$ cat config.mk
export PLATFORM = sky130hd
export DESIGN_NAME = head_stepper
export DESIGN_NICKNAME = d
export VERILOG_FILES = /design/src/rtl/head_stepper.sv
export SDC_FILE = /design/constraint.sdc
export NUM_CORES = 1
export LEC_CHECK = 0
export CAP_MARGIN = 10
export CORE_AREA = 2 2 48 50
export DETAILED_ROUTE_END_ITERATION = 8
export DIE_AREA = 0 0 50 52
export GPL_TIMING_DRIVEN = 1
export PLACE_DENSITY = 0.74
export SLEW_MARGIN = 30
export SYNTH_ARGS = -nofsm -noshare
export SYNTH_HDL_FRONTEND = slang
export SYNTH_SLANG_ARGS = --single-unit
$ cat constraint.sdc
create_clock -name clk -period 2.4 [get_ports clk]
set_clock_uncertainty 0.2 [all_clocks]
set_input_delay 0.48 -clock clk [delete_from_list [all_inputs] [get_ports clk]]
set_output_delay 0.48 -clock clk [all_outputs]
set_load 0.005 [all_outputs]
$ cat src/rtl/head_stepper.sv
// ============================================================================
// Module      : head_stepper
// Description : Snake head stepper. Moves the head one cell every TICK_DIV
//               clocks while running. Reports the committed heading back to
//               the steering control so that it can reject reversals, and
//               detects wall and self collisions.
//               Optional macro SNAKE_WRAP_EN: when defined, the head wraps to
//               the opposite edge instead of dying on a wall.
// Ports       : clk, rst          - clock, synchronous active-high reset
//               i_dir [1:0]       - requested direction (00 up, 01 down,
//                                   10 left, 11 right), sampled at step edge
//               i_start           - leave IDLE and start running (level)
//               i_self_hit        - head overlaps body (level, used in RUN)
//               i_restart         - leave DEAD and return to IDLE (pulse)
//               o_head_dir [1:0]  - heading committed by the last step
//               o_head_x [XW-1:0] - head column
//               o_head_y [YW-1:0] - head row, row 0 is the top
//               o_step            - pulse in the cycle a new position appears
//               o_running         - high in RUN
//               o_dead            - high in DEAD
// Revision    : 1.0 - initial release
// ============================================================================
`default_nettype none

module head_stepper #(
    parameter int GRID_W   = 16,
    parameter int GRID_H   = 16,
    parameter int TICK_DIV = 4,
    parameter int START_X  = 8,
    parameter int START_Y  = 8
) (
    input  logic                        clk,
    input  logic                        rst,
    input  logic [1:0]                  i_dir,
    input  logic                        i_start,
    input  logic                        i_self_hit,
    input  logic                        i_restart,
    output logic [1:0]                  o_head_dir,
    output logic [$clog2(GRID_W)-1:0]   o_head_x,
    output logic [$clog2(GRID_H)-1:0]   o_head_y,
    output logic                        o_step,
    output logic                        o_running,
    output logic                        o_dead
);

    localparam int XW = $clog2(GRID_W);
    localparam int YW = $clog2(GRID_H);
    localparam int TW = $clog2(TICK_DIV);

    localparam logic [XW-1:0] C_X_MAX    = XW'(GRID_W - 1);
    localparam logic [YW-1:0] C_Y_MAX    = YW'(GRID_H - 1);
    localparam logic [XW-1:0] C_X_START  = XW'(START_X);
    localparam logic [YW-1:0] C_Y_START  = YW'(START_Y);
    localparam logic [TW-1:0] C_TICK_MAX = TW'(TICK_DIV - 1);

    localparam logic [1:0] C_DIR_UP    = 2'b00;
    localparam logic [1:0] C_DIR_DOWN  = 2'b01;
    localparam logic [1:0] C_DIR_LEFT  = 2'b10;
    localparam logic [1:0] C_DIR_RIGHT = 2'b11;

    localparam logic [1:0] ST_IDLE = 2'd0;
    localparam logic [1:0] ST_RUN  = 2'd1;
    localparam logic [1:0] ST_DEAD = 2'd2;

    logic [1:0]    state_q,   state_d;
    logic [XW-1:0] x_q,       x_d;
    logic [YW-1:0] y_q,       y_d;
    logic [1:0]    dir_q,     dir_d;
    logic [TW-1:0] tick_q,    tick_d;
    logic          step_q,    step_d;
    logic          running_q, running_d;
    logic          dead_q,    dead_d;

    // Candidate next cell for the requested direction, plus wall flag.
    logic [XW-1:0] w_nx;
    logic [YW-1:0] w_ny;
    logic          w_wall;
    logic          w_tick_end;

    assign w_tick_end = (tick_q == C_TICK_MAX);

    // Bounds are tested on the current unsigned coordinate, so no value ever
    // underflows; the wrap target is an explicit constant, which keeps
    // non-power-of-2 grids correct.
    always_comb begin
        w_nx   = x_q;
        w_ny   = y_q;
        w_wall = 1'b0;
        case (i_dir)
            C_DIR_UP: begin
                if (y_q == '0) begin
`ifdef SNAKE_WRAP_EN
                    w_ny = C_Y_MAX;
`else
                    w_wall = 1'b1;
`endif
                end else begin
                    w_ny = y_q - YW'(1);
                end
            end
            C_DIR_DOWN: begin
                if (y_q == C_Y_MAX) begin
`ifdef SNAKE_WRAP_EN
                    w_ny = '0;
`else
                    w_wall = 1'b1;
`endif
                end else begin
                    w_ny = y_q + YW'(1);
                end
            end
            C_DIR_LEFT: begin
                if (x_q == '0) begin
`ifdef SNAKE_WRAP_EN
                    w_nx = C_X_MAX;
`else
                    w_wall = 1'b1;
`endif
                end else begin
                    w_nx = x_q - XW'(1);
                end
            end
            default: begin
                if (x_q == C_X_MAX) begin
`ifdef SNAKE_WRAP_EN
                    w_nx = '0;
`else
                    w_wall = 1'b1;
`endif
                end else begin
                    w_nx = x_q + XW'(1);
                end
            end
        endcase
    end

    // State register and all datapath/output registers.
    always_ff @(posedge clk) begin
        if (rst) begin
            state_q   <= ST_IDLE;
            x_q       <= C_X_START;
            y_q       <= C_Y_START;
            dir_q     <= C_DIR_UP;
            tick_q    <= '0;
            step_q    <= 1'b0;
            running_q <= 1'b0;
            dead_q    <= 1'b0;
        end else begin
            state_q   <= state_d;
            x_q       <= x_d;
            y_q       <= y_d;
            dir_q     <= dir_d;
            tick_q    <= tick_d;
            step_q    <= step_d;
            running_q <= running_d;
            dead_q    <= dead_d;
        end
    end

    // Next-state logic. Self hit wins over a step landing in the same cycle.
    always_comb begin
        state_d = state_q;
        case (state_q)
            ST_IDLE: begin
                if (i_start) begin
                    state_d = ST_RUN;
                end
            end
            ST_RUN: begin
                if (i_self_hit) begin
                    state_d = ST_DEAD;
                end else if (w_tick_end && w_wall) begin
                    state_d = ST_DEAD;
                end
            end
            ST_DEAD: begin
                if (i_restart) begin
                    state_d = ST_IDLE;
                end
            end
            default: state_d = ST_IDLE;
        endcase
    end

    // Output/datapath logic; everything lands in a register.
    always_comb begin
        x_d    = x_q;
        y_d    = y_q;
        dir_d  = dir_q;
        tick_d = tick_q;
        step_d = 1'b0;
        case (state_q)
            ST_IDLE: begin
                tick_d = '0;
            end
            ST_RUN: begin
                if (!i_self_hit) begin
                    tick_d = w_tick_end ? '0 : tick_q + TW'(1);
                    if (w_tick_end && !w_wall) begin
                        x_d    = w_nx;
                        y_d    = w_ny;
                        dir_d  = i_dir;
                        step_d = 1'b1;
                    end
                end
            end
            ST_DEAD: begin
                // Position frozen so the crash cell stays on screen.
                if (i_restart) begin
                    x_d    = C_X_START;
                    y_d    = C_Y_START;
                    dir_d  = C_DIR_UP;
                    tick_d = '0;
                end
            end
            default: begin
                tick_d = '0;
            end
        endcase
        running_d = (state_d == ST_RUN);
        dead_d    = (state_d == ST_DEAD);
    end

    assign o_head_dir = dir_q;
    assign o_head_x   = x_q;
    assign o_head_y   = y_q;
    assign o_step     = step_q;
    assign o_running  = running_q;
    assign o_dead     = dead_q;

endmodule

`default_nettype wire
=== Word-level counts from Yosys, hierarchy flattened ===
Cells that the tools add are included.

* Bits in registers: 17
* Bits in latches: 0
* RAM bits: 0
* Memory bits (read-only): 0
* Input bits: 7
* Output and inout bits: 13
* Word-level logic and storage cells: 77
* Memories: 0

* $add $sub $neg: 5
* Multiply operators: 0
* Divide/modulo/power cells: 0
* $lt $le $gt $ge: 0
* Eq/ne operators: 18
* Shifts and indexed selects: 0
* Muxes and demuxes: 31
* Bitwise gates (word level): 1
* Reductions and logical operators: 14

{| class="wikitable"
|+ Operators with widths
! kind !! count
|-
| $mux W4 || 9
|-
| $pmux W4 S2 || 4
|-
| $mux W2 || 9
|-
| $reduce_and A7 Y1 || 2
|-
| $ne A3 B3 Y1 const B || 3
|-
| $add A4 B1 Y4 const B || 2
|-
| $eq A2 B2 Y1 const B || 4
|-
| $eq A4 B4 Y1 const B || 2
|-
| $logic_not A4 Y1 || 2
|-
| $ne A2 B2 Y1 const B || 4
|-
| $pmux W2 S2 || 2
|-
| $sub A4 B1 Y4 const B || 2
|-
| $eq A2 B1 Y1 const B || 3
|-
| $pmux W2 S3 || 1
|-
| $mux W1 || 5
|-
| $logic_not A2 Y1 || 2
|-
| $reduce_and A4 Y1 || 1
|-
| $ne A3 B1 Y1 const B || 1
|-
| $ne A3 B2 Y1 const B || 1
|-
| $pmux W1 S3 || 1
|-
| $reduce_or A3 Y1 || 1
|-
| $add A2 B1 Y2 const B || 1
|-
| $logic_and A1 B1 Y1 || 2
|-
| $reduce_and A2 Y1 || 1
|-
| other kinds (4) || 4
|}

=== Depth between registers and ports, before layout ===
Gate-level depths: netlist of the first run.

* Word-level depth: 8
* Gate-level depth with buffers: 9
* Mapped depth without buffers: 9

=== Worst setup path before layout of the first run ===
No wires, ideal clock.

* Path kind: input-to-reg
* Start: input i_dir[1]
* End: register y_q[3] (netlist: o_head_y[3])
* Setup time: 0.120 ns
* Arrival: 1.935 ns
* Data required time: 2.080 ns
* Setup slack: 0.145 ns
* Cell stages on the path: 8
* Buffers on the path: 1
* Cells stage by stage: clkbuf_1 nand2b_1 ha_1 a21o_1 a21oi_1 xnor2_1 o21a_1 a211o_1

* Word-level cells in the longest chain between the ends: 6
* Elaborated cells between the ends (all ways): 15
* Classes of those cells: 6 x eq/ne; 5 x mux; 4 x reduce/logical

{| class="wikitable"
|+ RTL lines
! element !! line !! RTL
|-
| from (decl) || 34 || <nowiki>input logic [1:0] i_dir,</nowiki>
|-
| $eq A2 B2 Y1, or another cell as far along || 89 || <nowiki>case (i_dir)</nowiki>
|-
| $pmux W1 S3 || 89 ||
|-
| $logic_not A1 Y1 || 199 || <nowiki>if (w_tick_end && !w_wall) begin</nowiki>
|-
| $logic_and A1 B1 Y1 || 199 ||
|-
| $ne A2 B2 Y1 (no source line) || n/a ||
|-
| $reduce_and A7 Y1 (no source line) || n/a ||
|-
| to (signal assigned) || 151 || <nowiki>y_q <= y_d;</nowiki>
|-
| to (decl) || 67 || <nowiki>logic [YW-1:0] y_q, y_d;</nowiki>
|}

Parallel ways exist; a longest one is shown, timed or not. The select of a mux whose other input is x is not followed.
A chain may end at the register's enable or synchronous reset.

=== Worst setup path in the final report of the first run ===
* Start: input i_self_hit
* End: register y_q[0] (netlist: o_head_y[0])

* Word-level cells in the longest chain between the ends: 2

{| class="wikitable"
|+ RTL lines
! element !! line !! RTL
|-
| from (decl) || 36 || <nowiki>input logic i_self_hit,</nowiki>
|-
| $ne A2 B2 Y1 (no source line) || n/a ||
|-
| $reduce_and A7 Y1 (no source line) || n/a ||
|}

Every way passes these cells.

==> impl_metrics.json, run 1 <==
{
  "worst_pin_slew_ns": 0.4469,
  "grt_overflow": 0,
  "die_w_um": 50,
  "placed_area_um2": 1354,
  "antenna_found_initial": 0,
  "dieHeight_um": 52,
  "synth_seq_area_share_pct": 34.17,
  "cp.arrival_ns": 2.21,
  "diodes": 0,
  "fmax_ghz": 0.4467,
  "numCtsBuffers": 3,
  "netlist_area_um2": 996.0,
  "gp_congestion": 0.7804,
  "crit_path_end_kind": "flop",
  "drt_pre_antenna_iters": 4,
  "wire_per_inst_um": 12.17,
  "cts_num_sinks": 17,
  "htree_num_levels": 1,
  "ys_ff_latch": 17,
  "finalSetupTns_ns": 0,
  "path_class": "primary input to flop",
  "initial_core_util_pct": 47.30,
  "cellLeakagePower_nw": 0.5917,
  "port_buffers": 19,
  "worstPathMaxFanout": 6,
  "syn2layout_area_growth_pct": 38.82,
  "drc": 0,
  "wirelength_um": 2179,
  "maxCapViolCount": 0,
  "relSlewSlack_pct": 70.11,
  "grt_pass1_wl_um": 3719,
  "cts-root-buf": "clkbuf_4",
  "cp_data_required_time_ns": 2.37,
  "crit_top_cell": "buf_4",
  "power_per_cell_area_nw_per_um2": 390.5,
  "syn_inst": 114,
  "track_usage_pct": 18.72,
  "grt_start_max_net_pins": 13,
  "ys_types": 39,
  "drt-initial-drc-count": 13,
  "layout.cells.non_filler": 179,
  "finalSetupViolCount": 0,
  "vdd_drop_max_uv": 416.4,
  "period_share_pct": 93.28,
  "drive_gt1_share_pct": 16.56,
  "hold_class": "flop to flop",
  "grt_pass1_vias": 892,
  "fin_crit_ns": 2.239,
  "status": "finished, final reports clean",
  "synth_warnings": 0,
  "dp_hpwl_um": 1780,
  "finalNetCount": 166,
  "vias": 961,
  "cts_tree": "done",
  "drtAntennaViolNets": 0,
  "core_um2": 2106,
  "clock_path_buffers": 2,
  "clkTransAtPathRegs_ns": 0.09,
  "via_per_inst": 5.369,
  "rows": 17,
  "startpoint_type": "primary input",
  "dp.cells": 175,
  "crit_path_top_delay_cell": "clkdlybuf4s50_1",
  "syn_nets": 128,
  "die_area_um2": 2600,
  "hold_violations": 0,
  "rsz0062_at_grt": "no",
  "syn_avg_cell_area_um2": 8.736,
  "final_cell_mix": "nor2_1, clkdlybuf4s50_1, dfxtp_1, buf_4, inv_1",
  "cp_cell_sequence": "clkdlybuf4s50_1 > nor3b_4 > nand2_2 > buf_4 > o41a_1 > buf_4 > mux2i_1 > nor2_1",
  "design_area_um2": 1383,
  "io_pins": 20,
  "clock_latency_ns": 0.29,
  "drv_slew": 0,
  "cpPeakStageDelay_ns": 0.48,
  "holdWs_ns": 0.2515
}
cells in the mapped netlist:
master,n,area [um^2]
a211oi_1,2,15.01
or4_4,1,11.26
nand2_2,1,6.260
o31ai_1,1,7.510
nand2b_1,2,12.51
o21ai_0,4,20.02
buf_1,1,3.750
or2_2,1,6.260
o31a_1,1,8.760
dfxtp_1,17,340.3
nor2b_1,1,6.260
nor3_1,2,10.01
o21a_1,2,15.01
a21o_1,2,15.01
nand2_1,5,18.77
inv_1,7,26.28
or4_1,1,7.510
nor3b_4,1,18.77
clkbuf_1,3,11.26
and2_1,2,12.51
nand4_1,2,12.51
xnor2_1,3,26.28
o41a_1,1,11.26
nor4_1,2,12.51
nand3_1,1,5.000
fa_1,2,40.04
a41o_1,2,20.02
and2b_1,1,7.510
xor2_1,1,8.760
o2111ai_1,1,8.760
o41ai_1,1,8.760
and4_1,1,8.760
a21oi_1,6,30.03
a22oi_1,2,15.01
ha_1,5,62.56
nor4b_1,1,8.760
mux2i_1,6,60.06
nor2_1,18,67.56
a211o_1,1,8.760
cells by family after synthesis:
logic type	share of synthesized area, %
adders and majority gates	10.30
muxes	6.030
buffers and inverters	4.146
xor gates and xnor gates	3.518
DFF	34.17
and+or+nand+nor	23.37
AOI/OAI and AO/OA	18.47
registers in the layout (all words and copies together) (netlist names):
| name | flops |
|---|---|
| o_step | 1 |
| o_head_dir | 2 |
| o_head_y | 4 |
| state_q | 2 |
| tick_q | 2 |
| o_head_x | 4 |
| o_dead | 1 |
| o_running | 1 |
worst max-delay path, delay by kind of cell:
| kind | cells | cell delay [ns] |
|---|---|---|
| simple gates | 3 | 0.36 |
| buf+inv | 3 | 0.80 |
| compound gates | 1 | 0.44 |
| mux | 1 | 0.13 |
metal layers:
layer	vias up	global-route usage, %	share of wire, %
li1	482	-	-
met1	457	21.35	44
met2	20	33.77	51
met3	2	5.460	4.2
met4	0	5.093	0.37
met5	-	0	0
layout make-up:
cell class	count	area, um^2
flip-flops and latches	17	340.3
multi-input cells	86	614.3
clock buffers	4	26.28
fillers	180	723.2
inverters	7	26.28
well taps	28	35.03
repair buffers	37	340.3
where the power goes:
part	internal, W	total [W]	leakage [nW]	switching, W
clock	0.0000646	0.000148	0.0150	0.0000834
combinational	0.0000544	0.0000962	0.439	0.0000417
sequential	0.000289	0.000296	0.138	0.00000694
through the flow:
step / util (%) / power, W / setup slack (ns)
2_1_floorplan: - / 0.0003490 / 0.1454
3_3_place_gp: 64.29 / 0.0003956 / -0.1426
3_5_place_dp: 64.29 / 0.0003993 / -0.2045
4_1_cts: 65.54 / 0.0005467 / 0.09803
5_1_grt: 65.66 / 0.0005684 / 0.05502
6_report: 65.66 / 0.0005399 / 0.1613
path summary, 6_finish.rpt:
check	end	slack (ns)	cells past startpoint	start
max	o_head_y[0]$_SDFFE_PP0P_	0.16	8	i_self_hit
min	o_head_dir[1]$_SDFFE_PP0P_	0.25	2	o_head_dir[1]$_SDFFE_PP0P_
max reg2reg	o_head_y[1]$_SDFFE_PP0P_	0.38	6	o_head_y[1]$_SDFFE_PP0P_
min reg2reg	o_head_dir[1]$_SDFFE_PP0P_	0.25	2	o_head_dir[1]$_SDFFE_PP0P_
repair_timing:
item	4_1_cts	5_1_grt
hold buffers	0	0
endpoints found under the hold margin	0	0
setup endpoints to repair	0	1
resized for setup	0	1
buffers inserted	0	0
(Power assumes the default switching activity.)
==> inputs of run 2 (changes only) <==
- CAP_MARGIN: 10 -> default
- clock period: 2.4 -> 2.3 ns (I/O delays scaled with it)
==> run 2 against run 1 <==
Compared with the run above:
- cell count is 0.56% higher
- register-to-register slack got worse by 0.08 ns
- via count fell by 0.31%
- first-iteration DRC count is 69% lower
- global-route usage increased by 1.5 points
- core utilization up 1.5 points
- clock power rose by 7%
- worst hold slack improved by 0.015 ns
- count of clock-buffer cells in the layout did not move
- critical path type unchanged
- largest cell class unchanged
- highest routed layer is now met3
==> impl_metrics.json, run 2 (synthesized netlist as in run 1, its figures left out) <==
{
  "path_delay_family": "simple AND/OR/NAND/NOR gates",
  "timing.critical_path.buf_inv": 1,
  "worstPathMaxFanout": 3,
  "sw_frac_of_total_pct": 25.06,
  "initial_core_util_pct": 47.30,
  "fin_crit_ns": 2.209,
  "cp_data_required_time_ns": 2.29,
  "design_area_um2": 1415,
  "hold_violations": 0,
  "die_w_um": 50,
  "drtAntennaViolNets": 0,
  "met1_usage_pct": 20.75,
  "placed_area_um2": 1361,
  "track_usage_pct": 20.23,
  "vdd_drop_max_uv": 335.3,
  "finalSetupViolCount": 0,
  "die_area_um2": 2600,
  "relSlewSlack_pct": 73.88,
  "rsz0062_at_grt": "no",
  "fmax_ghz": 0.4526,
  "cp_cell_sequence": "clkdlybuf4s50_1 > nor3b_4 > nand2_2 > or4_4 > o21a_1 > a211o_1",
  "cellLeakagePower_nw": 0.6194,
  "worstRegToRegCells": 7,
  "combPwrFrac_pct": 18.4,
  "drive_gt1_share_pct": 19.74,
  "dieHeight_um": 52,
  "power_per_cell_area_nw_per_um2": 404.2,
  "r2r_slack_ns": 0.30,
  "cts_num_sinks": 17,
  "diodes": 0,
  "dp.cells": 176,
  "busiest_layer": "met2",
  "hold_buffers": 0,
  "vias": 958,
  "clkTransAtPathRegs_ns": 0.09,
  "total_power_w": 0.0005721,
  "clkPwrFrac_pct": 27.6,
  "cp.arrival_ns": 2.20,
  "rows": 17,
  "port_buffers": 19,
  "grt_pass1_wl_um": 4050,
  "clock_latency_ns": 0.29,
  "clock_path_buffers": 2,
  "layout.cells.non_filler": 180,
  "p_sw_w": 0.0001434,
  "crit_path_end_kind": "flop",
  "via_per_inst": 5.322,
  "min_path_cells": 2,
  "htree_num_levels": 1,
  "cts-root-buf": "clkbuf_4",
  "drc": 0,
  "syn2layout_area_growth_pct": 42.09,
  "worst_pin_slew_ns": 0.3864,
  "p_seq_share_pct": 54.0,
  "wirelength_um": 2286,
  "crit_path_top_delay_cell": "or4_4",
  "gr-usage-met2_pct": 38.82,
  "core_um2": 2106,
  "drv_slew": 0,
  "dp_hpwl_um": 1828,
  "drt_pre_antenna_iters": 4,
  "internal_power_w": 0.0004287,
  "cp_num_cells": 6,
  "final_cell_mix": "nor2_1, buf_4, clkdlybuf4s50_1, dfxtp_1, inv_1",
  "io_pins": 20,
  "status": "finished, final reports clean",
  "maxCapViolCount": 0,
  "hold_class": "flop to flop",
  "gp_congestion": 0.8000,
  "grt_start_max_net_pins": 10,
  "wire_per_inst_um": 12.70,
  "cts_tree": "done",
  "cpPeakStageDelay_ns": 0.50,
  "drt-initial-drc-count": 4,
  "use_met3_pct": 6.609,
  "path_class": "primary input to flop",
  "startpoint_type": "primary input",
  "finalNetCount": 167,
  "grt_pass1_vias": 977,
  "numCtsBuffers": 3,
  "grt_overflow": 0,
  "antenna_found_initial": 0,
  "period_share_pct": 96.06
}
==> run 2: power groups by stage <==
stage / Combinational [W] / Clock (W) / Sequential [W]
6_report: 0.000105 / 0.000158 / 0.000309
5_1_grt: 0.000117 / 0.000175 / 0.000310
4_1_cts: 0.000102 / 0.000163 / 0.000309
3_3_place_gp: 0.0000989 / 0 / 0.000315
2_1_floorplan: 0.0000495 / 0 / 0.000315
3_5_place_dp: 0.000102 / 0 / 0.000316
==> run 2: final timing paths <==
path	from	end
max	i_self_hit	o_head_y[3]$_SDFFE_PP1P_
min	o_head_dir[1]$_SDFFE_PP0P_	o_head_dir[1]$_SDFFE_PP0P_
max reg2reg	o_head_y[1]$_SDFFE_PP0P_	o_head_dir[1]$_SDFFE_PP0P_
min reg2reg	o_head_dir[1]$_SDFFE_PP0P_	o_head_dir[1]$_SDFFE_PP0P_
==> run 2: through the flow <==
stage / hold WS (ns) / setup TNS [ns] / setup WS (ns) / util [%]
floorplan: 0.2378 / 0 / 0.06543 / -
global placement: 0.2393 / -1.447 / -0.2281 / 64.65
detailed placement: 0.2544 / -2.126 / -0.2997 / 64.65
CTS: 0.2706 / 0 / 0.01491 / 65.89
global route: 0.2751 / 0 / 0.02635 / 67.20
finish: 0.2669 / 0 / 0.09063 / 67.20
==> run 2: area by class of cell <==
| cell class | count | area, um^2 |
|---|---|---|
| clock buffers | 4 | 26.28 |
| flip-flops and latches | 17 | 340.3 |
| well taps | 28 | 35.03 |
| repair buffers | 38 | 350.3 |
| fillers | 167 | 690.7 |
| inverters | 7 | 26.28 |
| multi-input cells | 86 | 636.9 |
==> run 2: worst register-to-register path, stage by stage, from the launching register on <==
cell	delay, ns
dfxtp_1	0.37
or4_1	0.54
nor2_1	0.15
buf_4	0.13
o41a_1	0.22
buf_4	0.15
nand2_1	0.05
a21oi_1	0.12
==> run 2: per-layer routing <==
layer / up-vias / wire [um]
li1: 486 / -
met1: 451 / 959
met2: 21 / 1237
met3: 0 / 89
met4: 0 / 0
met5: - / 0
==> run 2: timing repair <==
action                                  4_1_cts  5_1_grt
setup buffers                                 0        0
resized for setup                             0        7
endpoints found under the setup margin        0        3
==> inputs of run 3 (changes only) <==
- CORE_AREA: 2 2 48 50 -> 4 4 50 52
- DIE_AREA: 0 0 50 52 -> 0 0 54 56
- clock period: 2.3 -> 2.5 ns (I/O delays scaled with it)
==> run 3 against run 2 <==
Compared with the run above:
- sequential share of layout area up 1.1 points
- worst hold slack worse by 0.011 ns
- sequential cell count unchanged
- core utilization down 3.0 points
- critical path type unchanged
==> impl_metrics.json, run 3 (synthesized netlist as in run 1, its figures left out) <==
{
  "status": "finished, final reports clean",
  "die_area_um2": 3024,
  "dp.cells": 173,
  "cellLeakagePower_nw": 0.5664,
  "port_buffers": 19,
  "cp_cell_sequence": "clkdlybuf4s50_1 > nand2b_1 > ha_1 > a21o_1 > a21oi_1 > xnor2_1 > o21a_1 > a211o_1",
  "worst_pin_slew_ns": 0.3752,
  "r2r_slack_ns": 0.49,
  "worstSetupStartpoint": "i_dir[0]",
  "worstPathMaxFanout": 5,
  "total_power_w": 0.0005187,
  "wirelength_um": 2286,
  "p_seq_share_pct": 54.8,
  "rows": 17,
  "hold_class": "flop to flop",
  "clkTransAtPathRegs_ns": 0.10,
  "worst_slack_ns": 0.1442,
  "die_w_um": 54,
  "clock_latency_ns": 0.29,
  "timing.critical_path.buf_inv": 1,
  "post_cts_resized": 0,
  "drv_slew": 0,
  "crit_path_end_kind": "flop",
  "p_sw_w": 0.0001297,
  "via_per_inst": 5.362,
  "grt_start_max_net_pins": 11,
  "clock_path_buffers": 2,
  "relSlewSlack_pct": 74.63,
  "path_delay_family": "compound AO/OA/AOI/OAI gates",
  "cpPeakStageDelay_ns": 0.53,
  "fmax_ghz": 0.4245,
  "grt_pass1_vias": 956,
  "grt_overflow": 0,
  "initial_core_util_pct": 47.30,
  "hold_violations": 0,
  "combPwrFrac_pct": 17.2,
  "rsz0062_at_grt": "no",
  "dp_hpwl_um": 1828,
  "layout.cells.non_filler": 177,
  "reg2reg_to": "o_head_y[3]$_SDFFE_PP1P_",
  "drc": 0,
  "fin_crit_ns": 2.356,
  "cts_setup_buffers": 0,
  "syn2layout_area_growth_pct": 35.80,
  "final_cell_mix": "clkdlybuf4s50_1, nor2_1, dfxtp_1",
  "min_path_cells": 2,
  "final_common_cell": "clkdlybuf4s50_1",
  "antenna_found_initial": 0,
  "finalSetupViolCount": 0,
  "cp_data_required_time_ns": 2.49,
  "cp.arrival_ns": 2.34,
  "period_share_pct": 94.23,
  "dieHeight_um": 56,
  "vias": 949,
  "core_um2": 2106,
  "startpoint_type": "primary input",
  "crit_path_top_delay_cell": "clkdlybuf4s50_1",
  "drive_gt1_share_pct": 15.44,
  "drt_pre_antenna_iters": 4,
  "finalNetCount": 164,
  "cp_num_cells": 8,
  "drtAntennaViolNets": 0,
  "r2r_start": "o_head_y[1]$_SDFFE_PP0P_",
  "track_usage_pct": 18.35,
  "maxCapViolCount": 0,
  "numCtsBuffers": 3,
  "clkPwrFrac_pct": 28.0,
  "io_pins": 20,
  "drt-initial-drc-count": 8,
  "diodes": 0,
  "cts-root-buf": "clkbuf_4",
  "cts_num_sinks": 17,
  "gp_congestion": 0.8066,
  "grt_pass1_wl_um": 4071,
  "power_per_cell_area_nw_per_um2": 383.5,
  "hold_buffers": 0,
  "path_class": "primary input to flop",
  "htree_num_levels": 1,
  "cts_tree": "done",
  "internal_power_w": 0.0003890,
  "worstRegToRegCells": 5,
  "vdd_drop_max_uv": 421.4,
  "crit_end": "o_head_y[3]$_SDFFE_PP1P_",
  "wire_per_inst_um": 12.92,
  "preCtsSetupSlack_ns": -0.1592,
  "sw_frac_of_total_pct": 25.01
}
run 3: changes by cell type in the layout (fill, tap and decap cells not counted), sizes merged:
cell,change
clkdlybuf4s50,+2
dlymetal6s2s,-2
buf,-3
run 3: layout make-up:
cell class,count,area [um^2]
repair buffers,35,310.3
fillers,189,753.2
multi-input cells,86,614.3
flip-flops and latches,17,340.3
well taps,28,35.03
clock buffers,4,26.28
inverters,7,26.28
run 3: power groups by stage:
stage | sequential (W) | clock [W] | combinational [W]
6_report | 0.000284 | 0.000145 | 0.0000894
5_1_grt | 0.000286 | 0.000162 | 0.0000995
4_1_cts | 0.000284 | 0.000152 | 0.0000905
3_5_place_dp | 0.000290 | 0 | 0.0000897
3_3_place_gp | 0.000290 | 0 | 0.0000864
2_1_floorplan | 0.000290 | 0 | 0.0000455
run 3: routing by layer:
layer	part of all wire [%]	vias up	GRT usage (%)
met1	44	450	20.79
met2	52	18	30.10
met5	0	-	0
met4	0.79	0	7.829
li1	-	477	-
met3	4.1	4	6.434
run 3: per-stage QoR:
| step | area (um^2) | TNS [ns] | util, % | hold slack [ns] |
|---|---|---|---|---|
| finish | 1353 | 0 | 64.23 | 0.2564 |
| global route | 1353 | 0 | 64.23 | 0.2955 |
| CTS | 1353 | 0 | 64.23 | 0.2546 |
| detailed placement | 1326 | -0.2967 | 62.98 | 0.2390 |
| global placement | 1326 | -0.06702 | 62.98 | 0.2358 |
| floorplan | 996.0 | 0 | - | 0.2378 |
run 3: worst min path at each step:
| stage | start | end | slack [ns] |
|---|---|---|---|
| floorplan | o_head_dir[1]$_SDFFE_PP0P_ | o_head_dir[1]$_SDFFE_PP0P_ | 0.24 |
| global placement | o_head_dir[1]$_SDFFE_PP0P_ | o_head_dir[1]$_SDFFE_PP0P_ | 0.24 |
| detailed placement | o_head_dir[1]$_SDFFE_PP0P_ | o_head_dir[1]$_SDFFE_PP0P_ | 0.24 |
| CTS | o_head_dir[1]$_SDFFE_PP0P_ | o_head_dir[1]$_SDFFE_PP0P_ | 0.25 |
| global route | o_head_dir[1]$_SDFFE_PP0P_ | o_head_dir[1]$_SDFFE_PP0P_ | 0.30 |
| finish | o_head_dir[1]$_SDFFE_PP0P_ | o_head_dir[1]$_SDFFE_PP0P_ | 0.26 |
run 3: worst min-delay path: cells and delay by family, from the launching register on:
kind	cells	cell delay [ns]
buffers and inverters	1	0.05
AOI/OAI and AO/OA	1	0.05
DFF	1	0.32
